<file path="config.mk">
export PLATFORM = sky130hd
export DESIGN_NAME = pcpi_dispatch_flat
export DESIGN_NICKNAME = d
export VERILOG_FILES = /design/src/rtl/pcpi_dispatch_pkg.sv /design/src/rtl/pcpi_dispatch_if.sv /design/src/rtl/pcpi_claim_timer.sv /design/src/rtl/pcpi_dispatch.sv /design/src/flat_wrapper.sv
export SDC_FILE = /design/constraint.sdc
export NUM_CORES = 1
export LEC_CHECK = 0
export ABC_AREA = 1
export CORE_AREA = 2 2 119 121
export CTS_BUF_LIST = sky130_fd_sc_hd__clkbuf_8
export CTS_CLUSTER_SIZE = 25
export DETAILED_ROUTE_END_ITERATION = 8
export DIE_AREA = 0 0 121 123
export MAX_ROUTING_LAYER = met4
export PLACE_DENSITY_LB_ADDON = 0.1
export SYNTH_ARGS = -nofsm -noshare
export SYNTH_HDL_FRONTEND = slang
export SYNTH_SLANG_ARGS = --single-unit
</file>
<file path="constraint.sdc">
create_clock -name clk -period 2.15 [get_ports clk]
set_input_delay 0.43 -clock clk [delete_from_list [all_inputs] [get_ports clk]]
set_output_delay 0.43 -clock clk [all_outputs]
set_load 0.01 [all_outputs]
</file>
<file path="src/rtl/pcpi_dispatch_pkg.sv">
// PCPI dispatch shared types, slot constants and the first-ready select.
// Used by the dispatcher, its interface and the claim timer.
package pcpi_dispatch_pkg;

    localparam int XLEN      = 32;
    localparam int SLOT_MUL  = 0;
    localparam int SLOT_DIV  = 1;
    localparam int NUM_SLOTS = 2;
    localparam int SLOT_W    = $clog2(NUM_SLOTS);

    typedef enum logic [2:0] {
        IDLE,
        ISSUE,
        DONE,
        REJECT,
        DRAIN
    } state_t;

    // Lowest-index ready slot wins; MUL is the fallback index.
    function automatic logic [SLOT_W-1:0] first_ready(
        input logic [NUM_SLOTS-1:0] rdy
    );
        logic [SLOT_W-1:0] idx;
        idx = SLOT_W'(SLOT_MUL);
        for (int i = NUM_SLOTS - 1; i >= 0; i--) begin
            if (rdy[i]) idx = SLOT_W'(i);
        end
        return idx;
    endfunction

endpackage

</file>
<file path="src/rtl/pcpi_dispatch_if.sv">
// PCPI bundle: core request/response side plus per-slot coprocessor side.
// master = core and coprocessors, slave = the dispatcher.
interface pcpi_dispatch_if;
    import pcpi_dispatch_pkg::*;

    logic                      core_valid;
    logic [XLEN-1:0]           core_insn;
    logic [XLEN-1:0]           core_rs1;
    logic [XLEN-1:0]           core_rs2;
    logic                      core_wr;
    logic [XLEN-1:0]           core_rd;
    logic                      core_wait;
    logic                      core_ready;

    logic [NUM_SLOTS-1:0]      cop_valid;
    logic [XLEN-1:0]           cop_insn;
    logic [XLEN-1:0]           cop_rs1;
    logic [XLEN-1:0]           cop_rs2;
    logic [NUM_SLOTS-1:0]      cop_wr;
    logic [NUM_SLOTS*XLEN-1:0] cop_rd;
    logic [NUM_SLOTS-1:0]      cop_wait;
    logic [NUM_SLOTS-1:0]      cop_ready;

    modport master (
        output core_valid, core_insn, core_rs1, core_rs2,
        input  core_wr, core_rd, core_wait, core_ready,
        input  cop_valid, cop_insn, cop_rs1, cop_rs2,
        output cop_wr, cop_rd, cop_wait, cop_ready
    );

    modport slave (
        input  core_valid, core_insn, core_rs1, core_rs2,
        output core_wr, core_rd, core_wait, core_ready,
        output cop_valid, cop_insn, cop_rs1, cop_rs2,
        input  cop_wr, cop_rd, cop_wait, cop_ready
    );

endinterface

</file>
<file path="src/rtl/pcpi_claim_timer.sv">
// Saturating claim counter; expired flags the last cycle before rejection.
// Clear has priority over enable; the count never wraps.
module pcpi_claim_timer #(
    parameter int CLAIM_CYCLES = 16
) (
    input  logic clk,
    input  logic reset,
    input  logic clr,
    input  logic en,
    output logic expired
);

    localparam int CW = $clog2(CLAIM_CYCLES + 1);

    logic [CW-1:0] cnt_q;

    // Count enabled cycles, holding at CLAIM_CYCLES.
    always_ff @(posedge clk) begin
        if (reset || clr) begin
            cnt_q <= '0;
        end else if (en && cnt_q != CW'(CLAIM_CYCLES)) begin
            cnt_q <= cnt_q + 1'b1;
        end
    end

    assign expired = (cnt_q == CW'(CLAIM_CYCLES - 1));

endmodule

</file>
<file path="src/rtl/pcpi_dispatch.sv">
// Routes one PCPI request to MUL (slot 0) / DIV (slot 1) and returns the first response.
// Optional checkers: define PCPI_DISPATCH_CHECK_EN for sticky collision/spurious flags.
module pcpi_dispatch
    import pcpi_dispatch_pkg::*;
#(
    parameter int CLAIM_CYCLES = 16
) (
    input  logic         clk,
    input  logic         reset,
    pcpi_dispatch_if.slave bus,
    output logic         err_collision,
    output logic         err_spurious
);

    state_t            state_q;
    state_t            state_d;
    logic              any_wait;
    logic              any_ready;
    logic              expired;
    logic              in_issue;
    logic              cap;
    logic              rej;
    logic [SLOT_W-1:0] sel;
    logic [XLEN-1:0]   rd_q;
    logic              wr_q;
    logic              wait_q;

    assign any_wait  = |bus.cop_wait;
    assign any_ready = |bus.cop_ready;
    assign in_issue  = (state_q == ISSUE);
    assign sel       = first_ready(bus.cop_ready);

    pcpi_claim_timer #(
        .CLAIM_CYCLES(CLAIM_CYCLES)
    ) u_timer (
        .clk    (clk),
        .reset  (reset),
        .clr    (!in_issue || any_wait),
        .en     (in_issue),
        .expired(expired)
    );

    // State register.
    always_ff @(posedge clk) begin
        if (reset) state_q <= IDLE;
        else       state_q <= state_d;
    end

    // Next state: abort beats ready, ready beats claim timeout.
    always_comb begin
        state_d = state_q;
        unique case (state_q)
            IDLE: begin
                if (bus.core_valid) state_d = ISSUE;
            end
            ISSUE: begin
                if (!bus.core_valid)          state_d = IDLE;
                else if (any_ready)           state_d = DONE;
                else if (expired && !any_wait) state_d = REJECT;
            end
            DONE: begin
                state_d = DRAIN;
            end
            REJECT, DRAIN: begin
                if (!bus.core_valid) state_d = IDLE;
            end
            default: state_d = IDLE;
        endcase
    end

    assign cap = in_issue && (state_d == DONE);
    assign rej = in_issue && (state_d == REJECT);

    // Result capture, registered wait, wr cleared on rejection.
    always_ff @(posedge clk) begin
        if (reset) begin
            rd_q   <= '0;
            wr_q   <= 1'b0;
            wait_q <= 1'b0;
        end else begin
            wait_q <= in_issue && (state_d == ISSUE) && any_wait;
            if (cap) begin
                rd_q <= bus.cop_rd[XLEN*int'(sel) +: XLEN];
                wr_q <= bus.cop_wr[sel];
            end else if (rej) begin
                wr_q <= 1'b0;
            end
        end
    end

    assign bus.cop_valid  = in_issue ? '1 : '0;
    assign bus.cop_insn   = bus.core_insn;
    assign bus.cop_rs1    = bus.core_rs1;
    assign bus.cop_rs2    = bus.core_rs2;
    assign bus.core_ready = (state_q == DONE);
    assign bus.core_wait  = wait_q;
    assign bus.core_rd    = rd_q;
    assign bus.core_wr    = wr_q;

`ifdef PCPI_DISPATCH_CHECK_EN
    logic coll_q;
    logic spur_q;

    // Sticky protocol error flags and the ready/wait exclusivity check.
    always_ff @(posedge clk) begin
        if (reset) begin
            coll_q <= 1'b0;
            spur_q <= 1'b0;
        end else begin
            if (&bus.cop_ready)          coll_q <= 1'b1;
            if (any_ready && !in_issue)  spur_q <= 1'b1;
            assert (!(bus.core_ready && bus.core_wait));
        end
    end

    assign err_collision = coll_q;
    assign err_spurious  = spur_q;
`else
    assign err_collision = 1'b0;
    assign err_spurious  = 1'b0;
`endif

endmodule
</file>
<file path="src/flat_wrapper.sv">
// flat-port wrapper written by rule: the top's interface ports become plain ports
module pcpi_dispatch_flat import pcpi_dispatch_pkg::*;
#(
    parameter int CLAIM_CYCLES = 16
)
  (clk, reset, err_collision, err_spurious, bus_core_valid, bus_core_insn, bus_core_rs1, bus_core_rs2, bus_core_wr, bus_core_rd, bus_core_wait, bus_core_ready, bus_cop_valid, bus_cop_insn, bus_cop_rs1, bus_cop_rs2, bus_cop_wr, bus_cop_rd, bus_cop_wait, bus_cop_ready);
  pcpi_dispatch_if bus_i ();
  input  logic clk;
  input  logic reset;
  output logic err_collision;
  output logic err_spurious;
  input wire logic [$bits(bus_i.core_valid)-1:0] bus_core_valid;
  input wire logic [$bits(bus_i.core_insn)-1:0] bus_core_insn;
  input wire logic [$bits(bus_i.core_rs1)-1:0] bus_core_rs1;
  input wire logic [$bits(bus_i.core_rs2)-1:0] bus_core_rs2;
  output wire logic [$bits(bus_i.core_wr)-1:0] bus_core_wr;
  output wire logic [$bits(bus_i.core_rd)-1:0] bus_core_rd;
  output wire logic [$bits(bus_i.core_wait)-1:0] bus_core_wait;
  output wire logic [$bits(bus_i.core_ready)-1:0] bus_core_ready;
  output wire logic [$bits(bus_i.cop_valid)-1:0] bus_cop_valid;
  output wire logic [$bits(bus_i.cop_insn)-1:0] bus_cop_insn;
  output wire logic [$bits(bus_i.cop_rs1)-1:0] bus_cop_rs1;
  output wire logic [$bits(bus_i.cop_rs2)-1:0] bus_cop_rs2;
  input wire logic [$bits(bus_i.cop_wr)-1:0] bus_cop_wr;
  input wire logic [$bits(bus_i.cop_rd)-1:0] bus_cop_rd;
  input wire logic [$bits(bus_i.cop_wait)-1:0] bus_cop_wait;
  input wire logic [$bits(bus_i.cop_ready)-1:0] bus_cop_ready;
  assign bus_i.core_valid = bus_core_valid;
  assign bus_i.core_insn = bus_core_insn;
  assign bus_i.core_rs1 = bus_core_rs1;
  assign bus_i.core_rs2 = bus_core_rs2;
  assign bus_core_wr = bus_i.core_wr;
  assign bus_core_rd = bus_i.core_rd;
  assign bus_core_wait = bus_i.core_wait;
  assign bus_core_ready = bus_i.core_ready;
  assign bus_cop_valid = bus_i.cop_valid;
  assign bus_cop_insn = bus_i.cop_insn;
  assign bus_cop_rs1 = bus_i.cop_rs1;
  assign bus_cop_rs2 = bus_i.cop_rs2;
  assign bus_i.cop_wr = bus_cop_wr;
  assign bus_i.cop_rd = bus_cop_rd;
  assign bus_i.cop_wait = bus_cop_wait;
  assign bus_i.cop_ready = bus_cop_ready;
  pcpi_dispatch #(.CLAIM_CYCLES(CLAIM_CYCLES)) u_core (.clk(clk), .reset(reset), .bus(bus_i), .err_collision(err_collision), .err_spurious(err_spurious));
endmodule
</file>
==> flow_summary.toml <==
[pwr]
p_total_mw = 1.84
p_per_area_nw_per_um2 = 498
switching_power_mw = 0.479
p_leak_nw = 1.77
pwr-share-seq = 0.445
clkPwrFrac = 0.342
max-vdd-ir-drop_mv = 0.202
pwr-share-comb = 0.213
sw_frac_of_total = 0.261
internal_power_mw = 1.36

[timing]
fmax_ghz = 0.507
fin_crit_sh = 0.917
rsz0062_at_grt = "no"
skew_ns = 0.0101
hold_viol = 0
min_period_ns = 1.97
whs_ns = 0.493
fin_tns_setup_ns = 0
slew_violations = 0
finalSetupViolCount = 0

[clocking]
clk_pin_slew_ns = 0.09
clockBufferDepth = 2
cts_setup_buffers = 0
clk_latency_ns = 0.29
cts_tree = "built"
cts_resized = 0
ctsRootBufferMaster = "clkbuf_8"
cts_buffers = 5
hold_buffers = 0
numClockSinks = 42
htree_levels = 2

[setup_path]
critPathLaunchType = "register"
path_max_fanout = 4
path_buf_inv = 3
slowest_delay_ns = 0.54
critPathSlowestCell = "clkdlybuf4s50_1"
cp-end-kind = "output port"
critical_path.top_delay_family = "buffers and inverters"
critPathKind = "register to output port"
cp_cell_sequence = "inv_1, nand3_1, inv_2, clkdlybuf4s50_1"
required_ns = 1.72
cp.arrival_ns = 1.54

[floorplanning]
die-height_um = 123
initial_utilization = 0.225
rows = 43
dieArea_um2 = 14900
ioPinCount = 304
die_width_um = 121
core_um2 = 13600

[detailed_routing]
wl_um = 8590
route.vias.total = 2678
ant_nets = 0
avgRoutedWirePerCell_um = 12.7
viasPerCell = 3.96
drtIter0Drc = 75
dr.pass1.iters = 4
drc = 0

[synth]
synth_area_um2 = 3060
ys_ff_latch = 42
yosysSeqAreaShare = 0.275
ys_types = 20
yosysWarnings = 0
syn_avg_cell_area_um2 = 6.27
synth_cells = 488

[run_status]
status = "finished, final reports clean"

[global_routing]
antenna_found_initial = 0
grt_first_pass_wirelength_um = 13200
grt_pass1_vias = 2588
track_usage = 0.117
grt_remaining_overflow = 0
grt_max_degree = 35

[placed_design]
io_buffers = 109
place_area_um2 = 3580
place_congestion = 0.781
hpwl_um = 6360

[run]
cap_violations = 0

[layout]
nets = 668
fillCellCount = 1528
fin_area_um2 = 3690
diodes = 0
layout_common_cells = "146 x nand2_1, 108 x clkdlybuf4s50_1, 75 x nor2_1"
syn2layout_area_growth_pct = 20.6
layout-drive-gt1-share = 0.0463
final_common_cell = "nand2_1"

[hold_path]
min_path_type = "register to register"
-- sequential cells by signal, summed over array words and instances (netlist names) --
register and flops:
u_core.bus.core_rd 32, u_core.u_timer.cnt_q 5, u_core.bus.core_wait 1, u_core.bus.core_wr 1
u_core.state_q 3
-- kinds of logic after synthesis --
family | after synthesis | share of synthesized area
simple gates | 266 | 0.351
buf+inv | 165 | 0.340
flops | 42 | 0.275
compound gates | 9 | 0.0147
fa+ha+maj | 3 | 0.0123
xor+xnor | 2 | 0.00573
other cells | 1 | 0.00123
-- power groups by stage --
stage	Sequential (mW)	Clock (mW)	Combinational (mW)
global route	0.821	0.699	0.440
detailed placement	0.836	0	0.397
global placement	0.836	0	0.399
finish	0.818	0.628	0.392
floorplan	0.844	0	0.349
CTS	0.818	0.671	0.400
-- path summary, 6_finish.rpt --
path	from	end	slack [ns]	cells past startpoint
setup / recovery	u_core.state_q[1]	bus_cop_valid[1]	0.18	4
hold / removal	u_core.u_timer.cnt_q[3]	u_core.u_timer.cnt_q[3]	0.49	2
setup reg to reg	u_core.u_timer.cnt_q[0]	u_core.bus.core_rd[16]	0.40	11
hold reg to reg	u_core.u_timer.cnt_q[3]	u_core.u_timer.cnt_q[3]	0.49	2
-- metal layers --
metal  GRT usage  up-vias  share of wire
met2       0.189      103           0.45
met1       0.131     1155           0.42
li1            -     1372              -
met4      0.0632        0          0.045
met5           -        -              0
met3      0.0332       48          0.084
-- worst reg2reg max path, stage by stage, from the launching register on --
cell and delay [ns]:
dfxtp_1 0.34, ha_1 0.23, nand2_1 0.07, nor2_1 0.04
ha_1 0.17, nand2_1 0.08, nand2_2 0.09, nand3_4 0.09
buf_4 0.31, nand2_1 0.11, nand2_1 0.07, nor2_1 0.04
-- stage by stage --
step	worst slack, ns	util	instances
3_3_place_gp	0.165	0.263	669
5_1_grt	0.0565	0.271	677
3_5_place_dp	0.148	0.263	669
2_1_floorplan	0.667	-	489
6_report	0.179	0.271	677
4_1_cts	0.0864	0.271	677
-- final cells by class --
class / count / area [um2] / area share
clock buffers: 5 / 68.8 / 0.0187
repair buffers: 119 / 1160 / 0.315
multi-input cells: 282 / 1180 / 0.320
clock inverters: 3 / 37.5 / 0.0102
flip-flops and latches: 42 / 841 / 0.228
inverters: 46 / 173 / 0.0468
well taps: 180 / 225 / 0.0611
-- cell usage after synthesis --
master    instances  area (um2)
a21oi_1           7        35.0
and3_1            2        12.5
buf_2             3        15.0
buf_4           103         773
buf_6             4        45.0
clkbuf_1          9        33.8
conb_1            1        3.75
dfxtp_1          42         841
ha_1              3        37.5
inv_1            44         165
inv_2             2        7.51
nand2_1         146         548
nand2_2           2        12.5
nand3_1          37         185
nand3_4           1        17.5
nand4_1           1        6.26
nor2_1           75         282
nor3_1            2        10.0
o21ai_0           2        10.0
xor2_1            2        17.5
Note: power is estimated with default switching activity, not from simulation.
